<file path="src/rtl/if_id_hazard.sv">
// IF/ID pipeline register with load-use stall and branch-flush control.
// Optional load-use stall counter is enabled by defining IF_ID_STALL_CNT_EN.
module if_id_hazard (
  input  logic        clk,
  input  logic        rst,
  input  logic [63:0] pc_in,
  input  logic [31:0] instr_in,
  input  logic        if_valid_in,
  input  logic        idex_memread_in,
  input  logic [4:0]  idex_rd_in,
  input  logic        branch_taken_in,
  output logic [63:0] pc_out,
  output logic [31:0] instr_out,
  output logic        valid_out,
  output logic [4:0]  rs1_out,
  output logic [4:0]  rs2_out,
  output logic [4:0]  rd_out,
  output logic        pc_write_out,
  output logic        ctrl_zero_out
`ifdef IF_ID_STALL_CNT_EN
  ,
  output logic [15:0] stall_cnt_out
`endif
);

  localparam logic [31:0] NOP = 32'h0000_0013;

  typedef enum logic [1:0] {
    RUN   = 2'd0,
    STALL = 2'd1,
    FLUSH = 2'd2
  } state_e;

  state_e      state_q, state_d;
  logic [63:0] pc_q, pc_d;
  logic [31:0] instr_q, instr_d;
  logic        valid_q, valid_d;
  logic        hazard;

  assign rs1_out   = instr_q[19:15];
  assign rs2_out   = instr_q[24:20];
  assign rd_out    = instr_q[11:7];
  assign pc_out    = pc_q;
  assign instr_out = instr_q;
  assign valid_out = valid_q;

  // Load-use: the load in EX writes a register the instruction held here reads.
  assign hazard = valid_q & idex_memread_in & (idex_rd_in != 5'd0) &
                  ((idex_rd_in == rs1_out) | (idex_rd_in == rs2_out));

  assign pc_write_out  = ~hazard | branch_taken_in;
  assign ctrl_zero_out = hazard | ~valid_q | branch_taken_in;

  always_comb begin
    // NOTE: every signal gets a default first, so no path leaves one unassigned and no latch is inferred.
    state_d = state_q;
    pc_d    = pc_q;
    instr_d = instr_q;
    valid_d = valid_q;

    if (branch_taken_in) begin
      pc_d    = 64'd0;
      instr_d = NOP;
      valid_d = 1'b0;
      state_d = FLUSH;
    end else begin
      unique case (state_q)
        RUN: begin
          if (hazard) begin
            state_d = STALL;
          end else begin
            pc_d    = pc_in;
            instr_d = if_valid_in ? instr_in : NOP;
            valid_d = if_valid_in;
            state_d = RUN;
          end
        end
        FLUSH: begin
          // Second bubble drops the wrong-path fetch already in flight.
          pc_d    = 64'd0;
          instr_d = NOP;
          valid_d = 1'b0;
          state_d = RUN;
        end
        default: begin
          // STALL (and the unused encoding) always load: the bubble has cleared the hazard.
          pc_d    = pc_in;
          instr_d = if_valid_in ? instr_in : NOP;
          valid_d = if_valid_in;
          state_d = RUN;
        end
      endcase
    end
  end

  // NOTE: sequential state uses non-blocking assignments so all flops update from pre-edge values.
  always_ff @(posedge clk or negedge rst) begin
    if (!rst) begin
      state_q <= RUN;
      pc_q    <= 64'd0;
      instr_q <= NOP;
      valid_q <= 1'b0;
    end else begin
      state_q <= state_d;
      pc_q    <= pc_d;
      instr_q <= instr_d;
      valid_q <= valid_d;
    end
  end

`ifdef IF_ID_STALL_CNT_EN
  logic [15:0] stall_cnt_q, stall_cnt_d;

  always_comb begin
    stall_cnt_d = stall_cnt_q;
    if (hazard && !branch_taken_in && (stall_cnt_q != 16'hFFFF)) begin
      stall_cnt_d = stall_cnt_q + 16'd1;
    end
  end

  always_ff @(posedge clk or negedge rst) begin
    if (!rst) begin
      stall_cnt_q <= 16'd0;
    end else begin
      stall_cnt_q <= stall_cnt_d;
    end
  end

  assign stall_cnt_out = stall_cnt_q;
`endif

endmodule
</file>
<file path="config.mk">
export PLATFORM = sky130hd
export DESIGN_NAME = if_id_hazard
export DESIGN_NICKNAME = d
export VERILOG_FILES = /design/src/rtl/if_id_hazard.sv
export SDC_FILE = /design/constraint.sdc
export NUM_CORES = 1
export LEC_CHECK = 0
export BUFFER_PORTS_ARGS = -buffer_cell sky130_fd_sc_hd__buf_2
export CAP_MARGIN = 20
export CORE_MARGIN = 1
export CORE_UTILIZATION = 42
export DETAILED_ROUTE_END_ITERATION = 10
export PLACE_DENSITY_LB_ADDON = 0.08
export RECOVER_POWER = 100
export SLEW_MARGIN = 15
export SYNTH_ARGS = -nofsm -noshare
export SYNTH_HDL_FRONTEND = slang
export SYNTH_SLANG_ARGS = --single-unit
</file>
<file path="constraint.sdc">
create_clock -name clk -period 1.6 [get_ports clk]
set_clock_uncertainty 0.05 [all_clocks]
set_input_delay 0.24 -clock clk [delete_from_list [all_inputs] [get_ports clk]]
set_output_delay 0.24 -clock clk [all_outputs]
set_load 0.03 [all_outputs]
</file>
Word-level counts from Yosys, hierarchy flattened
Index checks and enable logic that the tools add are counted.
Operators by class
  reductions and logical operators: 2
  equal/unequal tests: 4
  multiplexer cells: 13
  bitwise logic cells: 9
Operator list (number)
  64-bit two-way mux: 2
  64-bit one-hot mux with 2 select lines: 1
  32-bit two-way mux: 3
  32-bit one-hot mux with 2 select lines: 1
  5-bit equality test: 2
  5-bit nonzero test: 1
  2-bit two-way mux: 2
  1-bit OR: 4
  1-bit AND: 3
  1-bit two-way mux: 3
  3-bit inequality test (second input constant): 1
  2-bit equality test (second input constant): 1
  2-bit logical NOT: 1
  1-bit NOT: 2
  1-bit one-hot mux with 2 select lines: 1
Storage, ports and cells
  bits in registers: 99
  output and inout bits: 114
  word-level logic and storage cells: 32
  bits of input ports: 106

Longest topological paths before layout
Gate-level depths: netlist of the first run.
  word-level depth: 6
  mapped depth: 8
  mapped depth without buffers: 5

Least setup slack after synthesis of the first run
OpenSTA, ideal clock, no wires.
  path type: register -> register
  start: reg instr_q[19] (netlist: instr_out[19])
  end: reg instr_q[27] (netlist: instr_out[27])
  data required time: 1427 ps
  arrival time: 1646 ps
  clock period less this slack: 1819 ps
  setup time: 123 ps
  path slack: -219 ps
  stages on the path, launching flop included: 9
  buffers on the path: 3
  path through: dfrtp_1 > xnor2_1 > nand3_1 > o22ai_1 > nand4b_1 > buf_4 > buf_8 > buf_12 > mux2i_1
On the way
  cells in the longest elaborated chain, start to end: 4
Ends and longest elaborated chain
  from (decl): line 36  | logic [31:0] instr_q, instr_d;
  from (signal assigned): line 106  | instr_q <= instr_d;
  5-bit equality test: line 49  | ((idex_rd_in == rs1_out) | (idex_rd_in == rs2_out));
  1-bit OR: line 49
  1-bit AND: line 48  | assign hazard = valid_q & idex_memread_in & (idex_rd_in != 5'd0) &
  3-bit inequality test (no line)
No other way between the ends.
A chain may end at the register's enable or synchronous reset.

Final worst setup path of the first run
  start: reg instr_q[21] (netlist: instr_out[21])
  end: out pc_write_out
On the way
  cells in the longest elaborated chain, start to end: 5
Ends and longest elaborated chain
  5-bit equality test: line 49
  1-bit OR: line 49
  1-bit AND: line 48
  1-bit NOT: line 51  | assign pc_write_out = ~hazard | branch_taken_in;
  1-bit OR: line 51
  to (decl): line 18  | output logic pc_write_out,
No other way between the ends.

==> results of run 1 <==
-- critical path, cell delays in order (launching register included) --
cell and delay, ns:
dfrtp_1 0.41, xnor2_1 0.22, nand2_1 0.12, o22ai_2 0.13, nand2_2 0.08, or2_4 0.23
buf_6 0.14
-- repair_timing --
item / in CTS / in global routing
hold buffers: 2 / 0
setup endpoints to repair: 96 / 98
buffers inserted: 7 / 1
pin swaps: 4 / 3
endpoints found under the hold margin: 97 / 0
gates cloned: 7 / 1
gates resized for setup: 34 / 5
-- cell type report --
cell class | count | share of cell area
well taps | 140 | 0.0273
clock buffers | 11 | 0.0205
inverters | 94 | 0.0550
multi-input cells | 218 | 0.243
flip-flops and latches | 99 | 0.388
clock inverters | 5 | 0.0160
repair buffers | 265 | 0.250
-- where the power goes --
group	leakage, uW	total, uW	internal, uW	switching [uW]
clock	0.000114	1900	1040	860
combinational	0.00216	702	246	455
sequential	0.00132	2640	2590	48.7
total	0.00359	5240	3870	1360
-- routing by layer --
metal | vias to the layer above | part of all wire
met2 | 141 | 0.48
met4 | 0 | 0.022
met3 | 18 | 0.066
met5 | - | 0
li1 | 1814 | -
met1 | 1733 | 0.43
-- sequential cells by signal, indices dropped and copies added, names as in the netlist --
register,flops
instr_out,32
pc_out,64
state_q,2
valid_out,1
-- cells in the mapped netlist --
library cell	count	area, um2
o311a_1	1	10.0
dfrtp_1	96	2400
mux2i_1	93	931
nor2_1	1	3.75
or2_2	2	12.5
and2_1	1	6.26
or3_1	1	6.26
o22ai_1	1	6.26
nand3_1	2	10.0
a21oi_1	1	5.00
buf_8	1	15.0
nand3b_1	1	7.51
inv_1	94	353
nand2_1	96	360
dfstp_2	3	78.8
xnor2_1	10	87.6
nand4b_1	1	8.76
clkbuf_1	11	41.3
mux2_2	3	33.8
and4b_1	1	10.0
buf_4	21	158
nand2b_1	3	18.8
buf_12	4	80.1
-- cells by family after synthesis --
| logic type | Yosys count | synth area share |
|---|---|---|
| AND/OR/NAND/NOR | 109 | 0.0956 |
| multiplexers | 96 | 0.208 |
| AO/OA/AOI/OAI | 3 | 0.00458 |
| buffers and inverters | 131 | 0.139 |
| XOR/XNOR | 10 | 0.0189 |
| flip-flops | 99 | 0.534 |
-- how the worst min path moves through the flow --
stage,slack (ns),to,cells after the start,start
after floorplan,-0.11,instr_out[10]$_DFFE_PN0P_,0,rst
after global placement,0.04,pc_out[16]$_DFFE_PN0P_,1,rst
after detailed placement,0.04,pc_out[16]$_DFFE_PN0P_,1,rst
after CTS,0.03,instr_out[6]$_DFFE_PN0P_,3,instr_in[6]
after global routing,0.04,instr_out[2]$_DFFE_PN0P_,3,instr_in[2]
final,0.05,pc_out[56]$_DFFE_PN0P_,3,pc_in[56]
-- per-stage QoR --
step | total power (uW) | setup slack [ns]
4_1_cts | 5320 | -0.411
3_5_place_dp | 3410 | -0.337
5_1_grt | 5450 | -0.457
2_1_floorplan | 3060 | -0.128
3_3_place_gp | 3400 | -0.277
6_report | 5240 | -0.380
==> summary.md, run 1 <==
| Metric | Value |
|---|---|
| Initial standard-cell utilization of the core | 0.430 |
| Post-Layout Inst Area | 6420 um2 |
| LEAKAGE | 0.00359 uW |
| Clk Tree Root Cell | clkbuf_8 |
| Crit path capture type | output pin |
| Number of nets in the synthesized netlist | 554 |
| Power per unit of standard cell area | 816 nW/um2 |
| Final core occ | 0.595 |
| Number of hold violations in the final report | 0 |
| Chip height | 107 um |
| Largest net degree at the start of global routing | 50 |
| M3 GR Usage | 0.0389 |
| Post-detailed-placement half-perimeter wirelength | 7.88 mm |
| Global Route met2 Usage | 0.343 |
| Unrepaired setup endpoints after global routing | true |
| Multi-input combinational cell area | 1560 um2 |
| Total global routing track utilization | 0.204 |
| Vias in the first global route | 3805 |
| First-pass GRT wire length | 18.2 mm |
| Fmax | 505 MHz |
| CTS tree | yes |
| Die area | 11500 um2 |
| Synth-to-Final Area Change | 38.2% |
| Final setup slack of the worst path | -0.380 ns |
| Global Route met1 Usage | 0.253 |
| Commonest non-fill, non-tap cells in the layout | clkbuf_1 (107), buf_2 (104), nand2_1 (95) |
| Leading cell type in the layout, fill and taps excluded | clkbuf_1 |
| DR pass1 iterations | 4 |
| Cell Area, Placed | 5990 um2 |
| CTS clock-pin slew for the worst setup and hold paths | 0.10 ns |
| Post-synthesis instance area | 4650 um2 |
| Number of buffers created by CTS | 9 |
| Number of buffers between clock root and the deepest sink | 2 |
| Pin slew with the least headroom to its limit | 0.579 ns |
| Port-buffer cells | 219 |
| Horizontal die dimension | 107 um |
| Avg Synthesized Cell Area | 10.4 um2 |
| Num Clock Sinks | 99 |
| Residual DRC | 0 |
| Via count | 3706 |
| Endpoint of the most critical register-to-register path | instr_out[1]$_DFFE_PN1P_ |
| Crit path to | pc_write_out |
| Number of nets still failing antenna checks after routing | 0 |
| Status | finished with violations |
| Average wire per standard cell | 13.8 um |
| #FFs+latches synth | 99 |
| Launch point of the worst reg-to-reg path | instr_out[21]$_DFFE_PN0P_ |
| Worst Path Max Fanout | 2 |
| I/O pin count | 220 |
| Crit path DAT | 1.69 ns |
| Count of mapped cells out of synthesis | 448 |
| Warnings from Yosys | 0 |
| Count of pins over their slew limit | 0 |
| Net count of the finished layout | 793 |
| Most heavily used metal layer in global routing | met2 |
| Violations in the final reports | setup timing |
| Hold Path Class | primary input to register |
| Max VDD drop | 0.526 mV |
| Final worst path period need | 1.98 ns |
| Cell count of the worst reg-to-reg path | 9 |
| Placeable core region | 10800 um2 |
| Setup TNS | -24.59 ns |
| Filler-free cell count of the finished design | 832 |
| Diode insertion count for antenna repair | 0 |
| DRT Wirelength | 11.5 mm |
| Required time at the worst-slack endpoint | 1.31 ns |
| Netlist cell types | 23 |
| Share of layout cells above drive strength 1 | 0.280 |
| Number of cell rows | 38 |
| Number of filler instances in the final layout | 1000 |
| Reg-to-reg setup timing slack | -0.37 ns |
| Mean number of vias per cell | 4.45 |
| Max capacitance violation total | 0 |
| Origin of the worst setup path | instr_out[21]$_DFFE_PN0P_ |
| Detailed router's first-iteration violation count | 133 |
| Number of H-tree levels | 3 |
| Final worst path period share | 1.24 |
| Routability Congestion | 0.766 |
| Worst slew margin relative to its limit | 0.614 |
| Number of antenna violations at the first check in global routing | 0 |
| Setup violation total in the final timing report | 98 |
| Global route total overflow | 0 |
| Fin Hold WS | 0.0510 ns |
| Source-to-sink clock delay at the later pin of the worst-skew pair | 0.36 ns |
| Critical path launch point type | register |
| Critical path start-end classification | register to output pin |
| Portion of the post-synthesis area used by sequential elements | 0.534 |
| Register cell area after layout | 2490 um2 |
| Total instance count after detailed placement | 801 |
Note: power is estimated with default switching activity, not from simulation.
==> run 2, diff against run 1 <==
SKIP_LAST_GASP = 1   (was not set)
==> run 2 against run 1 <==
  * Flip-flop and latch count is the same
  * Highest routed layer unchanged
  * Cell count is the same
  * Worst setup slack is essentially flat
  * Largest power group unchanged
  * Via count is the same
  * The run still ends with setup timing left
  * Die area is the same
  * Sequential share of layout area is the same
  * Total power is essentially flat
  * Global-route usage is the same
  * First-iteration DRC count grew 15%
  * Clock power is essentially flat
  * Hold slack is essentially flat
==> summary.md, run 2 (synthesized netlist as in run 1, its figures left out) <==
| Metric | Value |
|---|---|
| Initial standard-cell utilization of the core | 0.430 (unchanged) |
| Via count | 3706 (unchanged) |
| Total power | 5230 uW (was 5240 uW) |
| DRT Wirelength | 11.4 mm (was 11.5 mm) |
| Crit path capture type | output pin (unchanged) |
| Commonest non-fill, non-tap cells in the layout | clkbuf_1 (107), buf_2 (104), nand2_1 (95) (unchanged) |
| Number of cell rows | 38 (unchanged) |
| Chip height | 107 um (unchanged) |
| Clk Tree Root Cell | clkbuf_8 (unchanged) |
| Critical path launch point type | register (unchanged) |
| Setup violation total in the final timing report | 98 (unchanged) |
| Critical path start-end classification | register to output pin (unchanged) |
| Power per unit of standard cell area | 815 nW/um2 (was 816 nW/um2) |
| Share of total power in combinational logic | 0.134 (about the same) |
| Source-to-sink clock delay at the later pin of the worst-skew pair | 0.36 ns (about the same) |
| Met1 wire length | 4.96 mm (was 4.99 mm) |
| Pin slew with the least headroom to its limit | 0.577 ns (was 0.579 ns) |
| Worst hold path startpoint | pc_in[56] (unchanged) |
| Largest net degree at the start of global routing | 50 (unchanged) |
| Final worst path period share | 1.24 (about the same) |
| Violations in the final reports | setup timing (unchanged) |
| Die area | 11500 um2 (unchanged) |
| Num Clock Sinks | 99 (unchanged) |
| Residual DRC | 0 (unchanged) |
| Diode insertion count for antenna repair | 0 (unchanged) |
| First-pass GRT wire length | 18.2 mm (unchanged) |
| Cells on Worst Hold Path | 3 (unchanged) |
| Crit path DAT | 1.69 ns (about the same) |
| Fin Hold WS | 0.0506 ns (was 0.0510 ns) |
| Met2 wirelength from detailed routing | 5.48 mm (was 5.47 mm) |
| Met3 wirelength from detailed routing | 750 um (was 760 um) |
| I/O pin count | 220 (unchanged) |
| Worst Path Max Fanout | 2 (unchanged) |
| Synth-to-Final Area Change | 38.2% (unchanged) |
| Vias in the first global route | 3805 (unchanged) |
| Horizontal die dimension | 107 um (unchanged) |
| Required time at the worst-slack endpoint | 1.31 ns (about the same) |
| Number of buffers between clock root and the deepest sink | 2 (unchanged) |
| Worst slew margin relative to its limit | 0.615 (was 0.614) |
| Internal portion of total power | 3870 uW (about the same) |
| Uppermost signal routing layer after detailed routing | met4 (unchanged) |
| Total global routing track utilization | 0.204 (unchanged) |
| Number of nets still failing antenna checks after routing | 0 (unchanged) |
| Reg-to-reg setup timing slack | -0.37 ns (about the same) |
| Number of H-tree levels | 3 (unchanged) |
| DR pass1 iterations | 4 (unchanged) |
| Final worst path period need | 1.98 ns (about the same) |
| LEAKAGE | 0.00359 uW (unchanged) |
| Post-detailed-placement half-perimeter wirelength | 7.88 mm (unchanged) |
| Portion of total power attributed to sequential cells | 0.504 (about the same) |
| Worst Hold End | pc_out[56]$_DFFE_PN0P_ (unchanged) |
| Number of antenna violations at the first check in global routing | 0 (unchanged) |
| Part of the power in the clock network | 0.362 (about the same) |
| Endpoint of the most critical register-to-register path | instr_out[1]$_DFFE_PN1P_ (unchanged) |
| Number of hold violations in the final report | 0 (unchanged) |
| Launch point of the worst reg-to-reg path | instr_out[21]$_DFFE_PN0P_ (unchanged) |
| Status | finished with violations (unchanged) |
| Count of pins over their slew limit | 0 (unchanged) |
| Share of layout cells above drive strength 1 | 0.280 (unchanged) |
| Mean number of vias per cell | 4.45 (unchanged) |
| Unrepaired setup endpoints after global routing | true (unchanged) |
| Cell count of the worst reg-to-reg path | 9 (unchanged) |
| Routability Congestion | 0.766 (unchanged) |
| Max VDD drop | 0.523 mV (was 0.526 mV) |
| Port-buffer cells | 219 (unchanged) |
| Average wire per standard cell | 13.8 um (about the same) |
| Switching Share | 0.260 (about the same) |
| Placeable core region | 10800 um2 (unchanged) |
| Global route total overflow | 0 (unchanged) |
| Net count of the finished layout | 793 (unchanged) |
| Detailed router's first-iteration violation count | 153 (was 133) |
| Cell Area, Placed | 5990 um2 (unchanged) |
| Hold Path Class | primary input to register (unchanged) |
| Flip-flop count of the largest register after layout | 64 (unchanged) |
| Leading cell type in the layout, fill and taps excluded | clkbuf_1 (unchanged) |
| CTS clock-pin slew for the worst setup and hold paths | 0.10 ns (about the same) |
| Number of buffers created by CTS | 9 (unchanged) |
| Fmax | 505 MHz (about the same) |
| Net load switching power | 1360 uW (about the same) |
| CTS tree | yes (unchanged) |
| Post-Layout Inst Area | 6420 um2 (unchanged) |
| Max capacitance violation total | 0 (unchanged) |
| Final setup slack of the worst path | -0.380 ns (about the same) |
## run 2: worst max-delay path by stage
stage,from,end,slack (ns),depth (start not counted)
2_1_floorplan,idex_rd_in[0],instr_out[0]$_DFFE_PN1P_,-0.13,6
3_3_place_gp,idex_rd_in[0],pc_out[13]$_DFFE_PN0P_,-0.28,7
3_5_place_dp,idex_rd_in[0],pc_out[27]$_DFFE_PN0P_,-0.34,7
4_1_cts,instr_out[19]$_DFFE_PN0P_,pc_write_out,-0.41,6
5_1_grt,instr_out[17]$_DFFE_PN0P_,pc_write_out,-0.45,6
6_report,instr_out[21]$_DFFE_PN0P_,pc_write_out,-0.38,6
## run 2: metrics by stage
stage	instances	utilization	setup slack, ns	TNS, ns
finish	832	0.595	-0.380	-24.37
global placement	801	0.555	-0.277	-24.03
CTS	833	0.609	-0.411	-25.75
floorplan	448	-	-0.128	-6.39
global route	832	0.595	-0.454	-32.46
detailed placement	801	0.555	-0.337	-26.05
## run 2: worst max-delay path, stage by stage (launching register included)
cell and delay (ns):
dfrtp_1 0.40, xnor2_1 0.22, nand2_1 0.12, o22ai_2 0.13
nand2_2 0.09, or2_4 0.23, buf_6 0.14
## run 2: power by group through the flow
| stage | Clock [uW] | Sequential (uW) | Combinational (uW) |
|---|---|---|---|
| after floorplan | 0 | 2860 | 203 |
| after global placement | 0 | 2680 | 716 |
| after detailed placement | 0 | 2680 | 726 |
| after CTS | 1950 | 2630 | 741 |
| after global routing | 2040 | 2650 | 768 |
| final | 1890 | 2640 | 701 |
## run 2: what timing repair did
| item | 4_1_cts | 5_1_grt |
|---|---|---|
| cloned | 7 | 1 |
| hold buffers | 2 | 0 |
| buffers inserted | 7 | 1 |
| pin swaps | 4 | 1 |
| endpoints found under the setup margin | 96 | 98 |
| gates resized for setup | 33 | 5 |
| endpoints found under the hold margin | 97 | 0 |
## run 2: layer usage
metal,track usage,vias up
met5,0,-
met4,0.0920,0
met3,0.0389,18
met2,0.343,139
met1,0.253,1730
li1,-,1819
## run 2: area by class of cell
type	instances	area (um2)
Fill cell	1000	4370
Sequential cell	99	2490
Timing Repair Buffer	265	1600
Multi-Input combinational cell	218	1560
Inverter	94	353
Tap cell	140	175
Clock buffer	11	131
Clock inverter	5	103
